[config.mk]
export PLATFORM = sky130hd
export DESIGN_NAME = regfile_write_arbiter_flat
export DESIGN_NICKNAME = d
export VERILOG_FILES = /design/src/rtl/regfile_write_arbiter_pkg.sv /design/src/rtl/regfile_write_arbiter_if.sv /design/src/rtl/regfile_write_arbiter_rr_arbiter.sv /design/src/rtl/regfile_write_arbiter.sv /design/src/flat_wrapper.sv
export SDC_FILE = /design/constraint.sdc
export NUM_CORES = 1
export LEC_CHECK = 0
export ABC_AREA = 1
export CORE_MARGIN = 5
export CORE_UTILIZATION = 43
export DETAILED_ROUTE_END_ITERATION = 12
export PLACE_DENSITY = 0.92
export SLEW_MARGIN = 20
export SYNTH_ARGS = -nofsm -noshare
export SYNTH_HDL_FRONTEND = slang
export SYNTH_SLANG_ARGS = --single-unit
[constraint.sdc]
create_clock -name clock -period 1.9 [get_ports clock]
set_input_delay 0.19 -clock clock [delete_from_list [all_inputs] [get_ports clock]]
set_output_delay 0.19 -clock clock [all_outputs]
set_load 0.01 [all_outputs]
[src/rtl/regfile_write_arbiter_pkg.sv]
`default_nettype none
// ============================================================================
// Module      : regfile_pkg
// Description : Shared register-file geometry and write-back source encoding.
// Revision    : 1.0 - initial release
// ============================================================================
package regfile_pkg;

  localparam int ADDR_W   = 5;
  localparam int DATA_W   = 32;
  localparam int NUM_REGS = 32;
  localparam logic [ADDR_W-1:0] ZERO_REG = 5'h0;

  typedef enum logic [1:0] {
    WB_ALU    = 2'd0,
    WB_LOAD   = 2'd1,
    WB_MULDIV = 2'd2
  } wb_src_e;

endpackage
`default_nettype wire

[src/rtl/regfile_write_arbiter_if.sv]
`default_nettype none
// ============================================================================
// Module      : regfile_write_arbiter_if
// Description : Packed valid/ready write-back request bundle for all requesters.
// Revision    : 1.0 - initial release
// ============================================================================
interface regfile_write_arbiter_if #(
  parameter int NUM_REQ = 3,
  parameter int ADDR_W  = regfile_pkg::ADDR_W,
  parameter int DATA_W  = regfile_pkg::DATA_W
);

  logic [NUM_REQ-1:0]        req_valid;
  logic [NUM_REQ-1:0]        req_ready;
  logic [NUM_REQ*ADDR_W-1:0] req_reg;
  logic [NUM_REQ*DATA_W-1:0] req_data;

  modport master (
    output req_valid,
    output req_reg,
    output req_data,
    input  req_ready
  );

  modport slave (
    input  req_valid,
    input  req_reg,
    input  req_data,
    output req_ready
  );

endinterface
`default_nettype wire

[src/rtl/regfile_write_arbiter_rr_arbiter.sv]
`default_nettype none
// ============================================================================
// Module      : rr_arbiter
// Description : Round-robin one-hot arbiter; owns the rotating priority pointer.
// Revision    : 1.0 - initial release
// ============================================================================
module rr_arbiter #(
  parameter int NUM_REQ = 3
) (
  input  wire                clock,
  input  wire                reset_n,
  input  wire  [NUM_REQ-1:0] req,
  input  wire                advance,
  output logic [NUM_REQ-1:0] grant
);

  localparam int c_PTR_W = (NUM_REQ > 1) ? $clog2(NUM_REQ) : 1;

  logic [c_PTR_W-1:0] r_ptr;
  logic [c_PTR_W-1:0] w_winner;
  logic [c_PTR_W-1:0] w_ptr_nxt;
  logic [NUM_REQ-1:0] w_mask;
  logic [NUM_REQ-1:0] w_masked;
  logic [NUM_REQ-1:0] w_pick_src;

  // Search from ptr upward first; fall back to the full vector for the wrap.
  assign w_mask     = ~((NUM_REQ'(1) << r_ptr) - NUM_REQ'(1));
  assign w_masked   = req & w_mask;
  assign w_pick_src = (|w_masked) ? w_masked : req;
  assign grant      = w_pick_src & (~w_pick_src + NUM_REQ'(1));

  always_comb begin
    w_winner = '0;
    for (int i = 0; i < NUM_REQ; i++) begin
      if (grant[i]) begin
        w_winner = c_PTR_W'(i);
      end
    end
  end

  assign w_ptr_nxt = (w_winner == c_PTR_W'(NUM_REQ - 1)) ? '0 : w_winner + c_PTR_W'(1);

  always_ff @(posedge clock or negedge reset_n) begin
    if (!reset_n) begin
      r_ptr <= '0;
    end else if (advance) begin
      r_ptr <= w_ptr_nxt;
    end
  end

endmodule
`default_nettype wire

[src/rtl/regfile_write_arbiter.sv]
`default_nettype none
// ============================================================================
// Module      : regfile_write_arbiter
// Description : Shares the register-file write port among write-back sources
//               and tracks destinations with outstanding writes for decode.
// Revision    : 1.0 - initial release
// ============================================================================
module regfile_write_arbiter #(
  parameter int NUM_REQ = 3,
  parameter int ADDR_W  = regfile_pkg::ADDR_W,
  parameter int DATA_W  = regfile_pkg::DATA_W
) (
  input  wire                     clock,
  input  wire                     reset_n,
  regfile_write_arbiter_if.slave  req,
  input  wire                     issue_valid,
  input  wire        [ADDR_W-1:0] issue_reg,
  input  wire        [ADDR_W-1:0] rs,
  input  wire        [ADDR_W-1:0] rt,
  output logic                    rs_busy,
  output logic                    rt_busy,
  output logic       [ADDR_W-1:0] write_reg,
  output logic       [DATA_W-1:0] write_data,
  output logic                    write_enable
);

  import regfile_pkg::*;

  localparam int c_NUM_REGS = 1 << ADDR_W;
  localparam logic [ADDR_W-1:0] c_ZERO = ADDR_W'(ZERO_REG);

  logic [NUM_REQ-1:0]    w_grant_raw;
  logic [NUM_REQ-1:0]    w_grant;
  logic                  w_handshake;
  logic [ADDR_W-1:0]     w_win_reg;
  logic [DATA_W-1:0]     w_win_data;
  logic [ADDR_W-1:0]     r_write_reg;
  logic [DATA_W-1:0]     r_write_data;
  logic                  r_write_enable;
  logic [c_NUM_REGS-1:0] r_busy;
  logic [c_NUM_REGS-1:0] w_busy_nxt;

  rr_arbiter #(
    .NUM_REQ (NUM_REQ)
  ) u_rr_arbiter (
    .clock   (clock),
    .reset_n (reset_n),
    .req     (req.req_valid),
    .advance (w_handshake),
    .grant   (w_grant_raw)
  );

  // No grants may escape while reset is held, even with requests pending.
  assign w_grant       = w_grant_raw & {NUM_REQ{reset_n}};
  assign w_handshake   = |w_grant;
  assign req.req_ready = w_grant;

  always_comb begin
    w_win_reg  = '0;
    w_win_data = '0;
    for (int i = 0; i < NUM_REQ; i++) begin
      if (w_grant[i]) begin
        w_win_reg  = req.req_reg[i*ADDR_W +: ADDR_W];
        w_win_data = req.req_data[i*DATA_W +: DATA_W];
      end
    end
  end

  // Writes to r0 are accepted from the requester but never reach the file.
  always_ff @(posedge clock or negedge reset_n) begin
    if (!reset_n) begin
      r_write_reg    <= '0;
      r_write_data   <= '0;
      r_write_enable <= 1'b0;
    end else begin
      r_write_enable <= w_handshake && (w_win_reg != c_ZERO);
      if (w_handshake) begin
        r_write_reg  <= w_win_reg;
        r_write_data <= w_win_data;
      end
    end
  end

  // Set is applied after clear so a fresh producer outranks the retiring one.
  always_comb begin
    w_busy_nxt = r_busy;
    if (r_write_enable) begin
      w_busy_nxt[r_write_reg] = 1'b0;
    end
    if (issue_valid && (issue_reg != c_ZERO)) begin
      w_busy_nxt[issue_reg] = 1'b1;
    end
    w_busy_nxt[0] = 1'b0;
  end

  always_ff @(posedge clock or negedge reset_n) begin
    if (!reset_n) begin
      r_busy <= '0;
    end else begin
      r_busy <= w_busy_nxt;
    end
  end

  assign rs_busy      = r_busy[rs];
  assign rt_busy      = r_busy[rt];
  assign write_reg    = r_write_reg;
  assign write_data   = r_write_data;
  assign write_enable = r_write_enable;

endmodule
`default_nettype wire
[src/flat_wrapper.sv]
// flat-port wrapper written by rule: the top's interface ports become plain ports
module regfile_write_arbiter_flat import regfile_pkg::*;
#(
  parameter int NUM_REQ = 3,
  parameter int ADDR_W  = regfile_pkg::ADDR_W,
  parameter int DATA_W  = regfile_pkg::DATA_W
)
  (clock, reset_n, issue_valid, issue_reg, rs, rt, rs_busy, rt_busy, write_reg, write_data, write_enable, req_req_valid, req_req_reg, req_req_data, req_req_ready);
  regfile_write_arbiter_if #(.NUM_REQ(NUM_REQ), .ADDR_W(ADDR_W), .DATA_W(DATA_W)) req_i ();
  input  wire clock;
  input  wire reset_n;
  input  wire issue_valid;
  input  wire        [ADDR_W-1:0] issue_reg;
  input  wire        [ADDR_W-1:0] rs;
  input  wire        [ADDR_W-1:0] rt;
  output logic rs_busy;
  output logic rt_busy;
  output logic       [ADDR_W-1:0] write_reg;
  output logic       [DATA_W-1:0] write_data;
  output logic write_enable;
  input wire logic [$bits(req_i.req_valid)-1:0] req_req_valid;
  input wire logic [$bits(req_i.req_reg)-1:0] req_req_reg;
  input wire logic [$bits(req_i.req_data)-1:0] req_req_data;
  output wire logic [$bits(req_i.req_ready)-1:0] req_req_ready;
  assign req_i.req_valid = req_req_valid;
  assign req_i.req_reg = req_req_reg;
  assign req_i.req_data = req_req_data;
  assign req_req_ready = req_i.req_ready;
  regfile_write_arbiter #(.NUM_REQ(NUM_REQ), .ADDR_W(ADDR_W), .DATA_W(DATA_W)) u_core (.clock(clock), .reset_n(reset_n), .req(req_i), .issue_valid(issue_valid), .issue_reg(issue_reg), .rs(rs), .rt(rt), .rs_busy(rs_busy), .rt_busy(rt_busy), .write_reg(write_reg), .write_data(write_data), .write_enable(write_enable));
endmodule
# Yosys cells after proc, flatten, opt, wreduce, memory -nomap -nowiden
# Cells that the tools add are included.
dict set report op_classes {
  n_eq_ne 1
  bitwise_logic 8
  n_lt_le_gt_ge 6
  n_addsub 3
  muxes 20
  n_shift 1
  n_reduce_logical 8
}
# cell n
set ops {}
lappend ops {{$mux 32} 5}
lappend ops {{$and 32x32->32} 1}
lappend ops {{$not 32->32} 1}
lappend ops {{$or 32x32->32} 1}
lappend ops {{$lt 5x6->1 const B} 4}
lappend ops {{$mux 5} 3}
lappend ops {{$bmux 1 s5} 2}
lappend ops {{$demux 1 s5} 2}
lappend ops {{$ge 5x1->1 const B} 2}
lappend ops {{$reduce_bool 5->1} 2}
lappend ops {{$and 3x3->3} 3}
lappend ops {{$not 3->3} 2}
lappend ops {{$reduce_or 3->1} 2}
lappend ops {{$mux 1} 5}
lappend ops {{$logic_and 1x1->1} 4}
lappend ops {{$mux 2} 2}
lappend ops {{$add 3x1->3 const B} 1}
lappend ops {{$mux 3} 1}
lappend ops {{$shl 1x2->3 const A} 1}
lappend ops {{$sub 3x2->3 const B} 1}
lappend ops {{$add 2x1->2 const B} 1}
lappend ops {{$eq 2x2->1 const B} 1}
dict set report totals {
  output_inout_bits 43
  register_bits 71
  wordCells 52
  inputBits 132
}

# Longest topological paths before layout
# Gate-level depths: netlist (run 1).
dict set report logic_depth {
  ltp_word 15
  mapped_depth 10
  depth_no_buf 10
}

# Hierarchy
# A second synthesis (run 1) with hierarchy kept.
dict set report hier_totals {
  cells_unflattened 593
  area_unflattened_um2 4170.2
}
# module n_inst seq_area_each_um2 area_each_um2 cells_each
set modules_own_cells {}
lappend modules_own_cells {regfile_write_arbiter 1 1726.7 4022.6 571}
lappend modules_own_cells {rr_arbiter 1 50.0 147.6 22}

# Worst setup path after synthesis (run 1)
# No wires, ideal clock.
dict set report synth_timing {
  path_type {register -> register}
  from {register u_core.u_rr_arbiter.r_ptr[0]}
  to {register u_core.r_write_data[11], in the netlist u_core.write_data[11]}
  arrival_ns 1.205
  path_buffers 1
  setup_time_ns 0.130
  slack_ns 0.565
  synth_period_minus_slack_ns 1.335
  stages_incl_launch_ff 8
  t_required_ns 1.770
  cell_sequence {dfrtp_1 -> inv_2 -> nand2_1 -> a21oi_2 -> nand3_2 -> buf_2 -> nand4_1 -> nand4_1}
}
dict set report synth_between {
  elab_chain_len 13
  word_cells_on_any_way 14
  classes_between {2 x add/sub; 1 x shift; 4 x mux; 5 x bitwise; 2 x reduce/logical}
}
# item line_no
set synth_rtl {}
lappend synth_rtl {{start: declaration} regfile_write_arbiter_rr_arbiter.sv:19} ;# logic [c_PTR_W-1:0] r_ptr;
lappend synth_rtl {{start signal: assignment} regfile_write_arbiter_rr_arbiter.sv:47} ;# r_ptr <= w_ptr_nxt;
lappend synth_rtl {{$shl 1x2->3 (*)} regfile_write_arbiter_rr_arbiter.sv:27} ;# assign w_mask = ~((NUM_REQ'(1) << r_ptr) - NUM_REQ'(1));
lappend synth_rtl {{$sub 3x2->3 (*)} regfile_write_arbiter_rr_arbiter.sv:27}
lappend synth_rtl {{$not 3->3 (*)} regfile_write_arbiter_rr_arbiter.sv:27}
lappend synth_rtl {{$and 3x3->3 (*)} regfile_write_arbiter_rr_arbiter.sv:28} ;# assign w_masked = req & w_mask;
lappend synth_rtl {{$reduce_or 3->1} regfile_write_arbiter_rr_arbiter.sv:29} ;# assign w_pick_src = (|w_masked) ? w_masked : req;
lappend synth_rtl {{$mux 3 (*)} regfile_write_arbiter_rr_arbiter.sv:29}
lappend synth_rtl {{$not 3->3} regfile_write_arbiter_rr_arbiter.sv:30} ;# assign grant = w_pick_src & (~w_pick_src + NUM_REQ'(1));
lappend synth_rtl {{$add 3x1->3} regfile_write_arbiter_rr_arbiter.sv:30}
lappend synth_rtl {{$and 3x3->3 (*)} regfile_write_arbiter_rr_arbiter.sv:30}
lappend synth_rtl {{$and 3x3->3 (*)} regfile_write_arbiter.sv:54} ;# assign w_grant = w_grant_raw & {NUM_REQ{reset_n}};
lappend synth_rtl {{$mux 32 (3 in series)} regfile_write_arbiter.sv:62} ;# if (w_grant[i]) begin
lappend synth_rtl {{end signal: assignment} regfile_write_arbiter.sv:79} ;# r_write_data <= w_win_data;
lappend synth_rtl {{end: declaration} regfile_write_arbiter.sv:38} ;# logic [DATA_W-1:0] r_write_data;
# Mark *: on every way between the ends. The rest lies on a longest branch, timed or not.
# A chain may end at the register's enable or synchronous reset.

# Final worst setup path (run 1)
dict set report layout_timing {
  from {register u_core.r_busy[16]}
  to {output port rs_busy}
}
dict set report layout_between {
  elab_chain_len 2
}
# item line_no
set layout_rtl {}
lappend layout_rtl {{start: declaration} regfile_write_arbiter.sv:40} ;# logic [c_NUM_REGS-1:0] r_busy;
lappend layout_rtl {{start signal: assignment} regfile_write_arbiter.sv:100} ;# r_busy <= w_busy_nxt;
lappend layout_rtl {{$bmux 1 s5} regfile_write_arbiter.sv:104} ;# assign rs_busy = r_busy[rs];
lappend layout_rtl {{$mux 1 (implied by the code)} regfile_write_arbiter.sv:104}
lappend layout_rtl {{end: declaration} flat_wrapper.sv:16} ;# output logic rs_busy;
# No other way between the ends. The select of a mux whose other input is x is not followed.

==> results.md, run 1 <==
* Async SR Flop Fraction at 100%
* IO Port Bufs at 174
* Leading post-synthesis cells by cell area: dfrtp_1, nand2_1, nand4_1, nand3_1, o21ai_0
* Count leader, synth: nand2_1
* YS warnings at 0
* Startpoint types: flop
* Inserted Clock Buffers at 9
* CTS Sinks at 71
* Met3 wire length at 1130 um
* F_max at 564 MHz
* Highest metal layer with signal wires: met4
* Die width at 107 um
* Worst skew pair latency at 340 ps
* Met2 WL at 7790 um
* P_int at 3.98 mW
* Synth area leader: dfrtp_1
* Via density at 5.61
* Synth cell count leaders: nand2_1, nand4_1, dfrtp_1
* Largest net degree at the start of global routing at 52
* Total power at 6.55 mW
* CP required at 1710 ps
* Layout area overhead at 53.1%
* Crit path buf inv count at 1
* Crit path max-delay family: flip-flops
* Cell variety after synth at 22
* Final hold violations at 0
* RSZ-0062 raised after global routing: false
* CTS H-tree depth at 3
* Initial antenna violation count at 0
* Initial Util at 44.0%
* Max-slew headroom at 58.8%
* CORE AREA at 9240 um2
* Root buffer cell: clkbuf_8
* CP max stage cell: dfrtp_1
* DRT Wirelength at 14800 um
* Primary FF master, synth: dfrtp_1
* Worst Hold Class: input port to flop
* Post-detail-place hpwl at 11600 um
* Drt pass-1 iters at 5
* Critical path cell sequence: nand2_1 -> nand3_1 -> nand3_1 -> a21oi_1 -> o21ai_0 -> nand2_1 -> dlygate4sd2_1
* Gp weighted congestion at 0.970
* Yosys top cell area share at 43.7%
* Synthesized cell area at 4060 um2
* Combinational power share at 42.5%
* Clock buffer depth at 2
* Final net count at 863
* GRT Overall Usage at 26.0%
* Power density cells at 1050 nW/um2
* Slew Limit Fails at 0
* Global-route wire length before repair at 24000 um
* Flop pwr share at 41.6%
* Post-synth EDFFs at 0
* Fraction of layout cells with a size suffix above 1 at 8.56%
* Synth Area per Inst at 7.46 um2
* IO Count at 175
* Synth Register Bits at 71
* WP data arrival at 1580 ps
* Slowest stage delay, CP at 440 ps
* Largest register FFs at 32
* Residual DRC at 0
* CP Max Fanout at 3
* Syn_nets at 677
* Min Clock Period, post-route at 1770 ps
* Final count of negative-setup-slack endpoints at 0
* Iter 0 DRT Violations at 342
* Status: finished clean
* Power share of the clock group at 15.9%
* Slack of the worst reg-to-reg path at 290 ps
* Worst Hold Launch: req_req_data[17]
* Sw Share at 39.2%
* Pre-CTS setup slack at -356 ps
* CTS tree: done
* Psw at 2.56 mW
* Setup CP Type: flop to output pin
* Gr ovfl total at 0
* Cell area after layout at 6220 um2
* Number of global-route vias before repair at 4955
* Reg2Reg Launch Point: u_core.u_rr_arbiter.r_ptr[0]$_DFFE_PN0P_
* Core Rows at 35
* Die height at 107 um
* MaxCap Viol Count at 0
* Routed Antenna Nets at 0
* CP endpoint kind: output pin
* Post-Syn Instances at 545
* Ant. Diodes at 0
* Wirelength per Cell at 17.1 um
* Seq/Total Area, Yosys at 43.7%
* Tcrit/Tclk final at 93.4%
* M1 WL at 5450 um
* Clock transition at the registers of the reported paths at 80 ps
* VDD IR max at 0.000497 V
* Slew @ Worst Pin at 619 ps
* DIE AREA at 11500 um2
* Leakage at 2.63 nW
* Skew final at 7.50 ps
* Placed cell area at 5990 um2
* DR vias at 4852
* Worst Setup Slack, final at 126 ps
* CP startpoint: u_core.r_busy[16]$_DFF_PN0_
## routing by layer
layer / vias to the layer above / global-route usage, %
li1: 2276 / -
met1: 2260 / 30.6
met2: 275 / 46.6
met3: 41 / 5.12
met4: 0 / 9.59
met5: - / 0
## power by group through the flow
| stage | clock network (mW) | registers [mW] | logic, mW |
|---|---|---|---|
| after floorplan | 0 | 2.68 | 1.20 |
| after CTS | 1.06 | 2.71 | 2.76 |
| final | 1.04 | 2.73 | 2.78 |
| after detailed placement | 0 | 2.73 | 2.74 |
| after global routing | 1.13 | 2.79 | 3.05 |
| after global placement | 0 | 2.70 | 2.68 |
## through the flow
stage	utilization, %	hold slack (ps)	cells	setup TNS, ps
finish	67.3	436	865	0
global route	67.3	437	865	0
CTS	67.3	424	865	0
detailed placement	64.9	329	844	-743
global placement	64.9	323	844	-638
floorplan	-	-106	545	0
## kinds of logic (layout without fill, tap and decap cells)
logic type	count (synthesis)	count (layout)	synth area share, %
buffers and inverters	58	249	6.68
and+or+nand+nor	330	330	38.4
DFF	71	71	43.7
AOI/OAI and AO/OA	86	86	11.2
## worst paths after layout
check | end | cells after the start
worst min register to register | u_core.write_data[11]$_DFFE_PN0P_ | 2
worst min-delay path | u_core.write_data[17]$_DFFE_PN0P_ | 3
min in group asynchronous | u_core.write_data[10]$_DFFE_PN0P_ | 3
worst max-delay path | rs_busy | 7
max in group asynchronous | u_core.write_data[15]$_DFFE_PN0P_ | 3
worst max register to register | u_core.write_data[4]$_DFFE_PN0P_ | 9
## layout make-up
cell class | instances | area [um2]
Tap cell | 129 | 161
Timing Repair Buffer | 200 | 1950
Timing Repair inverter | 1 | 3.75
Multi-Input combinational cell | 416 | 2020
Clock buffer | 9 | 124
Fill cell | 731 | 3020
Inverter | 32 | 134
Sequential cell | 71 | 1780
Clock inverter | 7 | 48.8
## worst reg2reg max path: cells and delay by family, from the launching register on
family        cells  cell delay [ps]
simple gates      6              590
flops             1              390
buf+inv           3              560
## layout by cell type (no fill, tap or decap), drive strengths merged
master and instances:
clkinvlp 4, clkdlybuf4s15 1, buf 26, dlygate4sd2 8
nor2 13, clkdlybuf4s50 164, a21oi 7, o21bai 4
o211ai 4, o21ai 71, nand2 170, clkinv 7
dfrtp 71, nand3 74, clkbuf 9, inv 29
dlygate4sd3 1, nand4 73
## timing repair
| action | 4_1_cts | 5_1_grt |
|---|---|---|
| pin swaps | 1 | 0 |
| endpoints found under the setup margin | 5 | 2 |
| setup buffers | 1 | 0 |
| gates cloned | 3 | 0 |
| endpoints found under the hold margin | 20 | 0 |
| resized for setup | 20 | 4 |
| hold buffers | 1 | 0 |
Power figures use the tool's default switching activity.
==> inputs of run 2 (changes only) <==
--- a/config.mk
+++ b/config.mk
@@ -7,9 +7,10 @@
 export LEC_CHECK = 0
 export ABC_AREA = 1
 export CORE_MARGIN = 5
-export CORE_UTILIZATION = 43
+export CORE_UTILIZATION = 45
 export DETAILED_ROUTE_END_ITERATION = 12
-export PLACE_DENSITY = 0.92
+export DONT_BUFFER_PORTS = 1
+export PLACE_DENSITY = 0.71
 export SLEW_MARGIN = 20
 export SYNTH_ARGS = -nofsm -noshare
 export SYNTH_HDL_FRONTEND = slang
==> run 2 against run 1 <==
The run now ends with negative hold slack left. Sequential cell count unchanged. Critical endpoint is now req_req_ready[1]. Register-to-register slack got worse by 140 ps. Clock power increased by 16%. Non-clock buffer count decreased by 101. Total power decreased by 9.3%. Die area decreased by 4.0%. Critical path type unchanged. Via count decreased by 3.5%. Design area decreased by 15%. Utilization decreased by 6.9 points. Maximum frequency decreased by 3.6%. Combinational power decreased by 36%. Hold slack got worse by 440 ps.
==> results.md, run 2 (same netlist as run 1, synthesis figures left out) <==
* Max-slew headroom at 74.4% (+16 points)
* CORE AREA at 8760 um2 (-5.2%)
* Status: complete, but fails checks
* CTS tree: done
* F_max at 543 MHz (-3.6%)
* Fraction of layout cells with a size suffix above 1 at 6.47% (-2.1 points)
* Startpoint types: flop
* Clock buffer depth at 2 (unchanged)
* Most common cell after layout, fill and taps aside: nand2_1
* Iter 0 DRT Violations at 375 (+9.6%)
* Min Clock Period, post-route at 1840 ps (+67.0 ps)
* Leakage at 2.26 nW (-14%)
* Power density cells at 1120 nW/um2 (+6.6%)
* Initial Util at 46.4% (+2.4 points)
* GRT Overall Usage at 28.2% (+2.2 points)
* Layout area overhead at 30.4%
* Drt pass-1 iters at 5 (unchanged)
* VDD IR max at 0.000555 V (+12%)
* Inserted Clock Buffers at 9 (unchanged)
* Slew Limit Fails at 0 (unchanged)
* Pre-CTS setup slack at 235 ps (+591 ps)
* IO Count at 175 (unchanged)
* Clock transition at the registers of the reported paths at 80 ps (about the same)
* Final net count at 761 (-12%)
* Total power at 5.94 mW (-9.3%)
* CP required at 1710 ps (about the same)
* Wirelength per Cell at 21.4 um (+25%)
* Initial antenna violation count at 0 (unchanged)
* Worst Hold Class: input port to flop
* Most frequent cells in the layout: nand2_1, dlygate4sd3_1, nand4_1
* Setup CP Type: flop to output pin
* Largest register FFs at 32 (unchanged)
* MaxCap Viol Count at 0 (unchanged)
* Final count of negative-setup-slack endpoints at 0 (unchanged)
* Setup TNS Final at 0 ps (unchanged)
* DRT Wirelength at 15900 um (+7.6%)
* Global-route wire length before repair at 25100 um (+4.7%)
* Largest net degree at the start of global routing at 72 (+38%)
* Core Util, Final at 60.5% (-6.9 points)
* Worst hold slack at -3.54 ps (-440 ps)
* Core Rows at 34 (-2.9%)
* Slew @ Worst Pin at 383 ps (-236 ps)
* Routed Antenna Nets at 0 (unchanged)
* Tcrit/Tclk final at 96.9% (+3.5 points)
* Ant. Diodes at 0 (unchanged)
* Root buffer cell: clkbuf_8
* Post-detail-place hpwl at 9550 um (-18%)
* CP endpoint kind: output pin
* IO Port Bufs at 0 (-100%)
* Number of global-route vias before repair at 4685 (-5.4%)
* Via density at 6.31 (+12%)
* Worst skew pair latency at 350 ps (about the same)
* Die width at 105 um (-2.0%)
* CTS H-tree depth at 3 (unchanged)
* Final hold violations at 1 (+1)
* CTS Sinks at 71 (unchanged)
* DIE AREA at 11000 um2 (-4.0%)
* Gr ovfl total at 0 (unchanged)
* Worst Setup Slack, final at 59.3 ps (-67.0 ps)
* Skew final at 11.0 ps (+3.55 ps)
* Gp weighted congestion at 0.915 (-5.7%)
* Failing checks: negative hold slack
* Die height at 105 um (-2.0%)
* WP data arrival at 1650 ps (+70 ps)
* CP Max Fanout at 17 (+14)
* DR vias at 4681 (-3.5%)
* Residual DRC at 0 (unchanged)
[run 2: cell count changes in the layout (fill, tap and decap cells not counted), moves of 2 or more]
cell,previous run,this run
dlygate4sd3_1,1,88
clkbuf_1,0,3
dlygate4sd2_1,8,0
clkinvlp_4,4,1
clkinv_2,5,2
buf_6,4,1
clkdlybuf4s50_1,164,0
buf_4,21,6
inv_4,2,0
[run 2: final timing paths]
kind | cells past startpoint | slack (ps) | from | endpoint
worst max register to register | 8 | 150 | u_core.u_rr_arbiter.r_ptr[1]$_DFFE_PN0P_ | u_core.write_data[24]$_DFFE_PN0P_
min in group asynchronous | 2 | 430 | reset_n | u_core.r_busy[8]$_DFF_PN0_
worst max-delay path | 7 | 60 | u_core.u_rr_arbiter.r_ptr[1]$_DFFE_PN0P_ | req_req_ready[1]
max in group asynchronous | 2 | 1190 | reset_n | u_core.write_data[1]$_DFFE_PN0P_
worst min register to register | 2 | 520 | u_core.r_busy[4]$_DFF_PN0_ | u_core.r_busy[4]$_DFF_PN0_
worst min-delay path | 2 | -4 | req_req_data[48] | u_core.write_data[16]$_DFFE_PN0P_
[run 2: layout make-up]
type	instances	area, um2
multi-input cells	416	2030
inverters	32	129
well taps	108	135
clock buffers	13	149
fillers	701	3470
repair buffers	99	1040
clock inverters	3	42.5
flip-flops and latches	71	1780
[run 2: layer usage]
metal	part of all wire, %	GRT usage (%)
met5	0	0
met4	5.1	14.2
met3	11	8.08
met2	48	46.5
met1	35	33.6
[run 2: worst max-delay path, cell delays in order (launching register included)]
cell	delay, ps
dfrtp_1	440
nor2_1	170
nand2_2	110
nand2_4	110
nand3_4	90
clkinv_2	90
buf_12	150
buf_4	130
[run 2: report_power, final]
| group | total [mW] | switching [mW] | internal, mW |
|---|---|---|---|
| combinational | 1.79 | 1.06 | 0.729 |
| sequential | 2.94 | 0.786 | 2.15 |
| clock | 1.21 | 0.570 | 0.643 |
| total | 5.94 | 2.42 | 3.52 |
[run 2: what timing repair did]
| item | CTS | global route |
|---|---|---|
| endpoints found under the hold margin | 101 | 2 |
| hold buffers | 85 | 4 |
| gates cloned | 1 | 0 |
| pin swaps | 1 | 0 |
| buffers inserted | 1 | 1 |
| setup endpoints to repair | 1 | 7 |
| gates resized for setup | 0 | 7 |
[run 2: metrics by stage]
step	instance area [um2]	std cells
6_report	5300	742
5_1_grt	5300	742
4_1_cts	5230	737
3_5_place_dp	4130	634
3_3_place_gp	4130	634
2_1_floorplan	4060	545
==> inputs of run 3 (changes only) <==
--- a/config.mk
+++ b/config.mk
@@ -10,6 +10,7 @@
 export CORE_UTILIZATION = 45
 export DETAILED_ROUTE_END_ITERATION = 12
 export DONT_BUFFER_PORTS = 1
+export MAX_ROUTING_LAYER = met4
 export PLACE_DENSITY = 0.71
 export SLEW_MARGIN = 20
 export SYNTH_ARGS = -nofsm -noshare
==> run 3 against run 2 <==
The flow now finishes without violations. Highest routed layer unchanged. Routed wire length is 3.2% lower. Via count is 0.13% higher. Count of clock-buffer cells in the layout is 2 lower. Critical path depth is 2 lower.
==> results.md, run 3 (same netlist as run 1, synthesis figures left out) <==
* Clock buffer depth at 2 (unchanged)
* Gr ovfl total at 0 (unchanged)
* CP endpoint kind: output pin
* CORE AREA at 8760 um2 (unchanged)
* DR vias at 4687 (+0.13%)
* CP max stage cell: dfrtp_1
* Leakage at 2.26 nW (about the same)
* Critical path cell sequence: inv_2 -> nand2_1 -> a21oi_2 -> nand3_2 -> inv_8
* Layout Cells excl Fill at 741 (-0.13%)
* Number of global-route vias before repair at 4804 (+2.5%)
* Ant. Diodes at 0 (unchanged)
* Worst Setup Slack, final at 97.2 ps (+37.9 ps)
* Routed Antenna Nets at 0 (unchanged)
* CP Max Fanout at 33 (+16)
* IO Count at 175 (unchanged)
* Power density cells at 1130 nW/um2 (+0.50%)
* Root buffer cell: clkbuf_8
* Status: finished clean
* Worst skew pair latency at 350 ps (about the same)
* Post-detail-place hpwl at 9610 um (+0.65%)
* Largest register FFs at 32 (unchanged)
* Core Rows at 34 (unchanged)
* VDD IR max at 0.000556 V (+0.18%)
* Iter 0 DRT Violations at 495 (+32%)
* MaxCap Viol Count at 0 (unchanged)
* Layout area overhead at 30.0%
* Area of the multi-input gates at 2020 um2 (-0.62%)
* Die height at 105 um (unchanged)
* GRT Overall Usage at 28.6% (+0.40 points)
* CTS Sinks at 71 (unchanged)
* Initial Util at 46.4% (unchanged)
* Residual DRC at 0 (unchanged)
* Initial antenna violation count at 0 (unchanged)
* IO Port Bufs at 0 (unchanged)
* WP data arrival at 1610 ps (-40 ps)
* Worst Hold Class: input port to flop
* Setup CP Type: flop to output pin
* Min Clock Period, post-route at 1800 ps (-37.9 ps)
* Inserted Clock Buffers at 9 (unchanged)
* Slowest stage delay, CP at 390 ps (-50 ps)
* CTS tree: done
* Most frequent cells in the layout: nand2_1, dlygate4sd3_1, nand4_1
* Placed Instances at 634 (unchanged)
* Slew Limit Fails at 0 (unchanged)
* CP required at 1710 ps (about the same)
* Gp weighted congestion at 0.927 (+1.3%)
* Setup TNS Final at 0 ps (unchanged)
* Tcrit/Tclk final at 94.9% (-2.0 points)
* Startpoint types: flop
* Via density at 6.33 (+0.26%)
* RSZ-0062 raised after global routing: false
* Largest net degree at the start of global routing at 72 (unchanged)
* Most common cell after layout, fill and taps aside: nand2_1
* Final count of negative-setup-slack endpoints at 0 (unchanged)
* Clock transition at the registers of the reported paths at 80 ps (about the same)
* Max-slew headroom at 74.8% (+0.36 points)
* CTS H-tree depth at 3 (unchanged)
* Die width at 105 um (unchanged)
* FF+latch area at 1780 um2 (unchanged)
* Pre-CTS setup slack at 218 ps (-16.4 ps)
* Global-route wire length before repair at 25000 um (-0.71%)
* F_max at 555 MHz (+2.1%)
* Slew @ Worst Pin at 377 ps (-5.33 ps)
* # fillers at 714 (+1.9%)
* Skew final at 9.66 ps (-1.39 ps)
* Final hold violations at 0 (-1)
* Drt pass-1 iters at 5 (unchanged)
* DRT Wirelength at 15400 um (-3.2%)
* Wirelength per Cell at 20.7 um (-3.1%)
* Final net count at 760 (-0.13%)
* Fraction of layout cells with a size suffix above 1 at 6.64% (+0.17 points)
* DIE AREA at 11000 um2 (unchanged)
==> run 3: cell type report <==
cell class                      instances  share of cell area (%)
Clock inverter                          5                    1.07
Timing Repair Buffer                   98                    19.2
Clock buffer                           11                    2.86
Tap cell                              108                    2.56
Sequential cell                        71                    33.6
Inverter                               32                    2.51
Multi-Input combinational cell        416                    38.1
==> run 3: repair_timing <==
action,CTS,global route
gates resized for setup,1,4
endpoints found under the setup margin,1,4
hold buffers,89,0
setup buffers,1,0
gates cloned,1,0
hold endpoints to repair,101,0
pin swaps,1,0
==> run 3: metrics by stage <==
step	hold WS [ps]	utilization, %	power [mW]	cell area [um2]
2_1_floorplan	-106	-	3.88	4060
3_3_place_gp	-102	47.0	4.31	4120
3_5_place_dp	-102	47.0	4.42	4120
4_1_cts	4.11	60.2	5.88	5280
5_1_grt	8.19	60.3	6.33	5290
6_report	9.89	60.3	5.96	5290
==> run 3: path summary, 6_finish.rpt <==
path / cells after the start / end / slack [ps] / from
worst max-delay path: 5 / req_req_ready[2] / 100 / u_core.u_rr_arbiter.r_ptr[0]$_DFFE_PN0P_
worst min-delay path: 2 / u_core.write_data[25]$_DFFE_PN0P_ / 10 / req_req_data[25]
worst max register to register: 9 / u_core.write_data[14]$_DFFE_PN0P_ / 190 / u_core.u_rr_arbiter.r_ptr[0]$_DFFE_PN0P_
worst min register to register: 2 / u_core.r_busy[17]$_DFF_PN0_ / 550 / u_core.r_busy[17]$_DFF_PN0_
max in group asynchronous: 2 / u_core.write_data[31]$_DFFE_PN0P_ / 1180 / reset_n
min in group asynchronous: 2 / u_core.write_data[15]$_DFFE_PN0P_ / 450 / reset_n
==> run 3: per-layer routing <==
layer / global-route usage [%] / routed length, um / vias up
met1: 34.9 / 5600 / 2181
met3: 5.49 / 1670 / 71
met4: 16.7 / 730 / 0
li1: - / - / 2072
met5: - / 0 / -
met2: 44.2 / 7370 / 363
==> run 3: report_power, final <==
group / switching (mW) / total [mW] / internal, mW / leakage, nW
clock network: 0.588 / 1.26 / 0.676 / 0.105
registers: 0.782 / 2.93 / 2.15 / 0.833
logic: 1.05 / 1.76 / 0.710 / 1.32
==> run 3: critical path, delay by kind of cell (launching register included) <==
family,cells,cell delay (ps)
flip-flops,1,390
buffers and inverters,2,310
AO/OA/AOI/OAI,1,270
AND/OR/NAND/NOR,2,280
==> RTL edit 1 (flow settings as in run 2) <==
Change the package constant `ZERO_REG` from 5'h0 to 5'h1.
--- a/src/rtl/regfile_write_arbiter_pkg.sv
+++ b/src/rtl/regfile_write_arbiter_pkg.sv
@@ -11,3 +11,3 @@
   localparam int NUM_REGS = 32;
-  localparam logic [ADDR_W-1:0] ZERO_REG = 5'h0;
+  localparam logic [ADDR_W-1:0] ZERO_REG = 5'h1;
 
Check against the original RTL: not equivalent (Yosys sat finds a counterexample within 4 cycles, from zero or initial values and one cycle with reset_n low).
==> RTL edit 1 against run 2 <==
- final cell count shrank 13%
- synthesized area fell by 3.2%
- clock power is 14% lower
- final area fell by 12%
- total power down 11%
- routed wire length is 18% lower
- setup slack better by 0.078 ns
- fmax rose by 4.4%
- non-clock buffer count fell by 46
- sequential power is 4% lower
- sequential cell count stayed put
- register-to-register slack gained 0.10 ns
==> RTL edit 1: results <==
[run_status]
status = finished clean

[logic_synthesis]
synth_commonest_cells = 96 x o21ai_0, 81 x nand2_1, 71 x dfrtp_1
synth_fp_nets = 621
ys_types = 26
syn_inst = 489

[setup_path]
slowest_delay_ns = 0.38
reg2regPathDepth = 9
crit_end = req_req_ready[2]
crit_path_max_fanout = 33

[global_routing]
grt_use_total_pct = 23.48
grt_pass1_wl_mm = 20.63
use_met1_pct = 27.76
grtUsageMet3_pct = 5.410
first_global_vias = 4065

[power]
ir_drop_uv = 578.5
power.net_switching_mw = 2.093
p_int_mw = 3.187
p_leak_nw = 1.982

[placed_design]
gp_congestion = 0.9116
placed_cell_area_um2 = 3986
dp_cells = 581

[final_layout]
inv_count = 37
seq_share_pct = 37.96
area_growth_syn_to_layout_pct = 18.95
clock_cell_area_share_pct = 3.502
nets = 667
fillers = 797

[drt]
route.vias.total = 4021
wl_met2_mm = 6.577
first_iter_violations = 323

[worst_hold_path]
min_from = req_req_data[47]
-- RTL edit 1: cell types whose count changed in the layout (fill, tap and decap cells not counted), sizes merged, moves of 4 or more --
cell,delta
nand2,-75
buf,-7
inv,+8
a22oi,+32
nand4,-68
o221ai,+12
nand3,-4
dlygate4sd3,-38
nor2,+31
a21oi,-5
o21ai,+25
-- RTL edit 1: worst reg2reg max path, cell delays in order, from the launching register on --
cell and delay (ns):
dfrtp_1 0.41, nand3_2 0.13, nand2_2 0.08, inv_4 0.11, nor2_8 0.04, nand2_4 0.10
nand3_4 0.13, inv_4 0.32, nand2_1 0.14, nand3_1 0.11
-- RTL edit 1: repair_timing --
action,CTS,global route
endpoints found under the setup margin,1,0
resized for setup,1,0
endpoints found under the hold margin,103,0
hold buffers,51,0
-- RTL edit 1: logic make-up after synthesis --
logic type,Yosys count,share of synthesized area (%)
compound gates,148,22.38
simple gates,215,25.66
flops,71,45.15
buf+inv,55,6.804
==> RTL edit 2 (config.mk and constraints of run 2) <==
Without the edit above. Reset style: synchronous (`reset_n`), changed in 3 clocked blocks.
--- a/src/rtl/regfile_write_arbiter_rr_arbiter.sv
+++ b/src/rtl/regfile_write_arbiter_rr_arbiter.sv
@@ -42,3 +42,3 @@
 
-  always_ff @(posedge clock or negedge reset_n) begin
+  always_ff @(posedge clock) begin
     if (!reset_n) begin
--- a/src/rtl/regfile_write_arbiter.sv
+++ b/src/rtl/regfile_write_arbiter.sv
@@ -69,3 +69,3 @@
   // Writes to r0 are accepted from the requester but never reach the file.
-  always_ff @(posedge clock or negedge reset_n) begin
+  always_ff @(posedge clock) begin
     if (!reset_n) begin
@@ -95,3 +95,3 @@
 
-  always_ff @(posedge clock or negedge reset_n) begin
+  always_ff @(posedge clock) begin
     if (!reset_n) begin
Function: differs if reset_n is asserted again (counterexample within 4 cycles, from zero or initial values and one cycle with reset_n low); with reset_n held inactive, the same outputs for 10 cycles.
==> RTL edit 2 against run 2 <==
- count of clock-buffer cells in the layout unchanged
- core utilization is 8.2 points lower
- sequential cell count did not move
- final cell count up 1.1%
- setup slack better by 0.058 ns
- final area decreased by 15%
- synthesized area decreased by 4.1%
- non-clock buffer count is 56 lower
- via count is 10% lower
- routed wire length is 21% lower
- global-route usage shrank 4.3 points
- critical path type unchanged
Power is not compared: it rests on default switching activity, and its combinational part moved more than twofold at a synthesized area within 25%.
==> RTL edit 2: results <==
[global_routing]
grt_max_degree = 38
met2_usage_pct = 41.59
grtUsageMet3_pct = 4.804
grt_pass1_wl_mm = 19.79
grt_use_total_pct = 23.93
use_met1_pct = 27.98
first_global_vias = 4093

[placed_design]
dp_slack_ns = 0.2174
placed_cell_area_um2 = 3945
dp_cells = 701
dp_hpwl_mm = 9.312
gp_congestion = 0.9098

[final_layout]
clock_cell_area_share_pct = 4.656
seq_share_pct = 31.67
inv_count = 66
nets = 769
multi_input_area_share_pct = 45.94
finalInstanceArea_um2 = 4488
fillers = 861

[run_status]
status = finished clean

[drt]
wl_met2_mm = 6.406
drt-total-wl_mm = 12.53
first_iter_violations = 289
wl_met1_mm = 4.699
wl_met3_mm = 1.044
viasPerCell = 5.588

[timing]
skew_ns = 0.004549
worst_pin_slew_ns = 0.5268

[setup_path]
worst_path_max_delay_cell = dfxtp_1
reg2regPathDepth = 10
r2r-end = u_core.write_data[15]
slowest_delay_ns = 0.33

[worst_hold_path]
whs_endpoint = u_core.u_rr_arbiter.r_ptr[1]
min_from = reset_n

[logic_synthesis]
syn_inst = 605
yosysSeqAreaShare_pct = 36.48
ys_types = 25

[floorplanning]
die_w_um = 103.1

[clocking]
post_cts_resized = 1
RTL edit 2: cells by family after synthesis:
| logic type | share of synthesized area, % |
|---|---|
| DFF | 36.48 |
| and+or+nand+nor | 33.14 |
| AOI/OAI and AO/OA | 19.78 |
| buffers and inverters | 10.60 |
RTL edit 2: how the worst max path moves through the flow:
stage                                            start                    to  slack [ns]  depth (start not counted)
after detailed placement  u_core.u_rr_arbiter.r_ptr[0]  u_core.write_data[2]        0.22                         11
after global placement    u_core.u_rr_arbiter.r_ptr[0]  u_core.write_data[0]        0.36                         11
after CTS                 u_core.u_rr_arbiter.r_ptr[0]      req_req_ready[1]        0.05                          7
after floorplan           u_core.u_rr_arbiter.r_ptr[1]  u_core.write_data[0]        0.60                         10
final                     u_core.u_rr_arbiter.r_ptr[0]      req_req_ready[2]        0.12                          7
after global routing      u_core.u_rr_arbiter.r_ptr[0]      req_req_ready[2]       0.005                          7
